### config.mk
export PLATFORM = sky130hd
export DESIGN_NAME = mem_bus_demux
export DESIGN_NICKNAME = d
export VERILOG_FILES = /design/src/rtl/mem_bus_demux.sv
export SDC_FILE = /design/constraint.sdc
export NUM_CORES = 1
export LEC_CHECK = 0
export CORE_ASPECT_RATIO = 1.25
export CORE_MARGIN = 1.5
export CORE_UTILIZATION = 35
export CTS_CLUSTER_DIAMETER = 60
export CTS_CLUSTER_SIZE = 24
export DETAILED_ROUTE_END_ITERATION = 7
export GPL_ROUTABILITY_DRIVEN = 0
export GPL_TIMING_DRIVEN = 0
export PLACE_DENSITY = 0.73
export SYNTH_ARGS = -nofsm -noshare
export SYNTH_HDL_FRONTEND = slang
export SYNTH_SLANG_ARGS = --single-unit
### constraint.sdc
create_clock -name clk -period 2.2 [get_ports clk]
set_clock_uncertainty 0.2 [all_clocks]
set_input_delay 0.66 -clock clk [delete_from_list [all_inputs] [get_ports clk]]
set_output_delay 0.66 -clock clk [all_outputs]
set_load 0.02 [all_outputs]
### src/rtl/mem_bus_demux.sv
// mem_bus_demux: routes single outstanding core requests to a RAM target (m0)
// or an MMIO target (m1) by address decode, with misalignment rejection and a
// per-transaction timeout that turns a stalled target into an error response.
module mem_bus_demux #(
  parameter logic [31:0] MMIO_BASE = 32'h4000_0000,
  parameter logic [31:0] MMIO_MASK = 32'hF000_0000,
  parameter int unsigned TIMEOUT   = 255
) (
  input  logic        clk,
  input  logic        rst_n,
  // core side
  input  logic        req_valid,
  output logic        req_ready,
  input  logic [31:0] req_addr,
  input  logic [31:0] req_wdata,
  input  logic        req_we,
  input  logic [3:0]  req_be,
  output logic        rsp_valid,
  output logic [31:0] rsp_rdata,
  output logic        rsp_err,
  // target 0 (RAM)
  output logic        m0_req_valid,
  input  logic        m0_req_ready,
  output logic [31:0] m0_addr,
  output logic [31:0] m0_wdata,
  output logic        m0_we,
  output logic [3:0]  m0_be,
  input  logic        m0_rsp_valid,
  input  logic [31:0] m0_rsp_rdata,
  // target 1 (MMIO)
  output logic        m1_req_valid,
  input  logic        m1_req_ready,
  output logic [31:0] m1_addr,
  output logic [31:0] m1_wdata,
  output logic        m1_we,
  output logic [3:0]  m1_be,
  input  logic        m1_rsp_valid,
  input  logic [31:0] m1_rsp_rdata
);

  typedef enum logic [1:0] {
    S_IDLE  = 2'd0,
    S_ISSUE = 2'd1,
    S_WAIT  = 2'd2,
    S_RESP  = 2'd3
  } state_e;

  // The counter starts at 0 on the first ISSUE cycle and the timeout fires on
  // the cycle whose increment would reach TIMEOUT-1, so a target that never
  // answers sees exactly TIMEOUT-1 cycles of ISSUE/WAIT. ">=" keeps the
  // timeout armed after a handshake that won against it on the boundary cycle.
  localparam logic [15:0] TO_LAST = 16'(TIMEOUT - 2);

  state_e      state_q, state_d;
  logic        sel_q, sel_d;
  logic [15:0] cnt_q, cnt_d;
  logic [31:0] addr_q, addr_d;
  logic [31:0] wdata_q, wdata_d;
  logic        we_q, we_d;
  logic [3:0]  be_q, be_d;
  logic [31:0] rdata_q, rdata_d;
  logic        err_q, err_d;

  logic        tgt_ready;
  logic        tgt_rsp;
  logic [31:0] tgt_rdata;
  logic        to_hit;
  logic        addr_is_mmio;

  // Only the selected target's handshake and response are ever looked at.
  assign tgt_ready    = sel_q ? m1_req_ready : m0_req_ready;
  assign tgt_rsp      = sel_q ? m1_rsp_valid : m0_rsp_valid;
  assign tgt_rdata    = sel_q ? m1_rsp_rdata : m0_rsp_rdata;
  assign to_hit       = (cnt_q >= TO_LAST);
  assign addr_is_mmio = ((req_addr & MMIO_MASK) == (MMIO_BASE & MMIO_MASK));

  // State, latched request fields and response registers; all cleared by reset.
  always_ff @(posedge clk or negedge rst_n) begin
    if (!rst_n) begin
      state_q <= S_IDLE;
      sel_q   <= 1'b0;
      cnt_q   <= 16'd0;
      addr_q  <= 32'd0;
      wdata_q <= 32'd0;
      we_q    <= 1'b0;
      be_q    <= 4'd0;
      rdata_q <= 32'd0;
      err_q   <= 1'b0;
    end else begin
      state_q <= state_d;
      sel_q   <= sel_d;
      cnt_q   <= cnt_d;
      addr_q  <= addr_d;
      wdata_q <= wdata_d;
      we_q    <= we_d;
      be_q    <= be_d;
      rdata_q <= rdata_d;
      err_q   <= err_d;
    end
  end

  // Next-state logic: accept, issue, wait for response or timeout, respond.
  always_comb begin
    state_d = state_q;
    sel_d   = sel_q;
    cnt_d   = cnt_q;
    addr_d  = addr_q;
    wdata_d = wdata_q;
    we_d    = we_q;
    be_d    = be_q;
    rdata_d = rdata_q;
    err_d   = err_q;
    unique case (state_q)
      S_IDLE: begin
        if (req_valid) begin
          addr_d  = req_addr;
          wdata_d = req_wdata;
          we_d    = req_we;
          be_d    = req_be;
          sel_d   = addr_is_mmio;
          cnt_d   = 16'd0;
          if (req_addr[1:0] != 2'b00) begin
            // Misaligned: answered locally, never reaches a target.
            state_d = S_RESP;
            err_d   = 1'b1;
            rdata_d = 32'd0;
          end else begin
            state_d = S_ISSUE;
          end
        end
      end
      S_ISSUE: begin
        cnt_d = cnt_q + 16'd1;
        if (tgt_ready) begin
          state_d = S_WAIT;
        end else if (to_hit) begin
          state_d = S_RESP;
          err_d   = 1'b1;
          rdata_d = 32'd0;
        end
      end
      S_WAIT: begin
        cnt_d = cnt_q + 16'd1;
        if (tgt_rsp) begin
          state_d = S_RESP;
          err_d   = 1'b0;
          rdata_d = tgt_rdata;
        end else if (to_hit) begin
          state_d = S_RESP;
          err_d   = 1'b1;
          rdata_d = 32'd0;
        end
      end
      S_RESP: begin
        state_d = S_IDLE;
      end
      default: begin
        state_d = S_IDLE;
      end
    endcase
  end

  assign req_ready = (state_q == S_IDLE);
  assign rsp_valid = (state_q == S_RESP);
  assign rsp_rdata = rdata_q;
  assign rsp_err   = err_q;

  // The unselected target sees an all-zero request bus.
  assign m0_req_valid = (state_q == S_ISSUE) && !sel_q;
  assign m0_addr      = sel_q ? 32'd0 : addr_q;
  assign m0_wdata     = sel_q ? 32'd0 : wdata_q;
  assign m0_we        = sel_q ? 1'b0  : we_q;
  assign m0_be        = sel_q ? 4'd0  : be_q;

  assign m1_req_valid = (state_q == S_ISSUE) && sel_q;
  assign m1_addr      = sel_q ? addr_q  : 32'd0;
  assign m1_wdata     = sel_q ? wdata_q : 32'd0;
  assign m1_we        = sel_q ? we_q    : 1'b0;
  assign m1_be        = sel_q ? be_q    : 4'd0;

endmodule

==> summary.txt <==
Cells and area
  – Syn-to-layout area delta: 76.8%
  – Design area: 0.0119 mm^2
  – Antenna diodes: 0
  – Layout cells sized above 1: 44.7%
  – Final nets: 1,163

Power and ir drop
  – Switching part of the total: 39.6%
  – Pwr dens: ~1400 mW/mm^2
  – Peak supply drop: 785 uV
  – Pleak: 5.50 nW
  – Sw Pwr: 0.00646 W
  – Clock network power share: a little under a fifth
  – Flop pwr share: 24.5%
  – Int Pwr: 0.00985 W
  – Combinational Power Share: 57.0%

Logic synthesis
  – Post-synthesis cell count: roughly 660
  – Yosys cell types: 39
  – Syn_area_per_cell: between 10 and 15 um^2
  – Synth Area in XOR/XNOR: less than 1%
  – Sequential-to-total area share from yosys stat: between 40% and 50%
  – Synth Area in Compound Gates: 3.01%
  – Netlist area before placement: between 0.006 and 0.007 mm^2
  – Largest family of logic cells by synthesized area: simple AND/OR/NAND/NOR gates
  – Mux cell area share after synthesis: 17.6%
  – Synth Area in Adders: 1.30%
  – Synth async-reset ratio: 100%
  – Top FF cell, synth: dfrtp_1
  – Synth Area in Simple Gates: 28.5%
  – Ys Warns: 0
  – Number of synthesized flops with an enable pin: 0
  – Synth Register Bits: 121
  – Syn nets: roughly 800

Floorplanning
  – Die Y-Extent: 158 um
  – Core Region: 0.0188 mm^2
  – Die Wd: 127 um
  – Initial Util: a little over a third
  – Number of cell rows: 56
  – Die area: 0.0201 mm^2
  – Boundary Pins: 315

GRT
  – Initial antenna violation count: 0
  – Met2 Usage GRT: 40.8%
  – Busiest grt layer: met2
  – Vias in the first global route: approximately 6,300
  – Grt met1 use: 29.3%
  – First-pass GRT wire length: 36.2 mm
  – Largest net degree at the start of global routing: 80
  – GRT Total Usage: 23.7%
  – Gr ovfl total: 0
  – Met3 Track Usage GR: roughly 4.4%

Routing
  – Final ANT Viol Nets: 0
  – Drt initial violations: 350
  – First drt pass iteration count: 5
  – Drt total wl: 24.1 mm
  – Wire per inst: 19.1 um
  – Via count: 6,492
  – DRC: 0
  – Via density: a little over 5

Setup path
  – Reg2Reg Depth: 7
  – Crit Path Category: flip-flop to output port
  – CP Capture Type: output port
  – Critical Path Start Type: flip-flop
  – CP max FO: 10
  – Data arrival, critical path: between 1500 and 2000 ps
  – Worst path required time: roughly 1300 ps

Placed design
  – Dpl hpwl: 17.0 mm
  – Post-placement cell area: 0.0102 mm^2
  – Port-buffer cells: roughly 310

STA
  – Max Fclk: 403 MHz
  – Final period util: 113%
  – Least-Margin Pin Slew: ~650 ps
  – Setup TNS: -33,180 ps
  – Fin. max-slew vios: 0
  – Fin worst setup slack: -281 ps
  – Slew HR: 56.8%
  – Final min period: around 2500 ps
  – Final setup fails: roughly 140
  – RSZ-0062 raised after global routing: yes
  – Hold Vio Cnt, Final: 0

Clocking
  – Max clock buf depth: 2
  – # clock sinks: 121
  – H-tree levels: 4
  – Total CTS buffers: 17
  – CTS tree: yes
  – Worst-path clk slew: 60 ps
  – Root Buffer: clkbuf_16
  – Worst-skew pair later-pin latency: roughly 420 ps

Outcome
  – Status: finished, violations left
  – Failing checks: setup timing

Worst hold path
  – Hold Crit Class: flip-flop to flip-flop
  – Min-Delay Path Depth: 2

Job
  – Max cap viols: 0
[final timing paths]
check                             startpoint           end  slack, ps
worst max-delay path                   sel_q   m0_addr[24]       -280
worst min-delay path            rsp_rdata[8]  rsp_rdata[8]        320
worst max register to register    state_q[0]     cnt_q[12]       -180
worst min register to register  rsp_rdata[8]  rsp_rdata[8]        320
max in group asynchronous              rst_n         sel_q        520
min in group asynchronous              rst_n     addr_q[2]        540
[cells in the mapped netlist (2+ instances only)]
cell type	n	area [um^2]
xnor2_1	6	52.6
a21oi_1	6	30.0
and3_1	3	18.8
nor3_1	3	15.0
nand3_1	41	205
nand4_1	67	419
nor2b_1	70	438
nand2b_1	33	206
nand2_1	6	22.5
o21ai_0	8	40.0
or4_1	4	30.0
ha_1	7	87.6
nor2_1	15	56.3
and2_1	71	444
nor4_1	5	31.3
mux2_2	102	1150
a22o_1	4	35.0
inv_1	11	41.3
dfrtp_1	121	3030
buf_1	2	7.51
o31ai_1	3	22.5
buf_2	4	20.0
mux2i_1	2	20.0
clkbuf_1	47	176
[final cells by class]
class                           instances  area [um^2]
Buffer                                 53          564
Clock buffer                           18          439
Clock inverter                         14          194
Fill cell                            1508         6870
Inverter                               11         41.3
Multi-Input combinational cell        470         3950
Sequential cell                       121         3030
Tap cell                              232          290
Timing Repair Buffer                  342         3400
[routing by layer]
metal	part of all wire, %	vias to the layer above	routed length (um)
met5	0	-	0
met4	2.9	0	698
met3	4.3	45	1030
met2	52	226	12400
met1	41	3195	9890
li1	-	3026	-
[sequential cells by signal, summed over array words and instances, names as in the netlist]
signal and cells:
be_q 4, cnt_q 16, wdata_q 32, rsp_err 1, addr_q 32, we_q 1, sel_q 1, rsp_rdata 32
state_q 2
[metrics by stage]
step           total power (W)  util (%)  hold slack, ps  worst slack [ps]  cells
4_1_cts                 0.0155      60.1             324              -289   1254
6_report                0.0163      63.4             319              -281   1261
5_1_grt                 0.0171      63.4             337              -321   1261
3_3_place_gp            0.0120      54.3             296             -4800   1202
3_5_place_dp            0.0121      54.5             303             -1120   1203
2_1_floorplan          0.00841         -             164              -145    656
[cell families after synthesis]
group / after synthesis
compound gates: 30
xor+xnor: 7
fa+ha+maj: 7
buf+inv: 65
flops: 121
mux: 105
simple gates: 321
[cell usage in the layout, fill, tap and decap left out, types with 33 or more instances in the layout]
| cell | count |
|---|---|
| and2_4 | 59 |
| buf_4 | 55 |
| buf_6 | 96 |
| clkdlybuf4s50_1 | 137 |
| dfrtp_1 | 119 |
| dlygate4sd2_1 | 34 |
| mux2_2 | 101 |
| nand2b_1 | 33 |
| nand3_1 | 41 |
| nand4_1 | 67 |
| nor2b_1 | 38 |
[power by group through the flow]
| stage | clock network [W] | logic (W) | registers, W |
|---|---|---|---|
| 2_1_floorplan | 0 | 0.00443 | 0.00398 |
| 3_3_place_gp | 0 | 0.00807 | 0.00391 |
| 3_5_place_dp | 0 | 0.00812 | 0.00395 |
| 4_1_cts | 0.00306 | 0.00849 | 0.00393 |
| 5_1_grt | 0.00315 | 0.00985 | 0.00412 |
| 6_report | 0.00302 | 0.00930 | 0.00399 |
[repair_timing]
item	4_1_cts	5_1_grt
cloned	10	2
gates resized for setup	903	191
hold buffers	1	0
pin swaps	1	5
setup buffers	9	6
setup endpoints to repair	283	211
hold endpoints to repair	42	0
[worst max-delay path, cell delays in order (launching register included)]
cell and delay [ps]:
dfrtp_2 420, buf_12 150, clkbuf_16 170, buf_8 150
nor2b_1 140, buf_4 160
(Power assumes the default switching activity.)
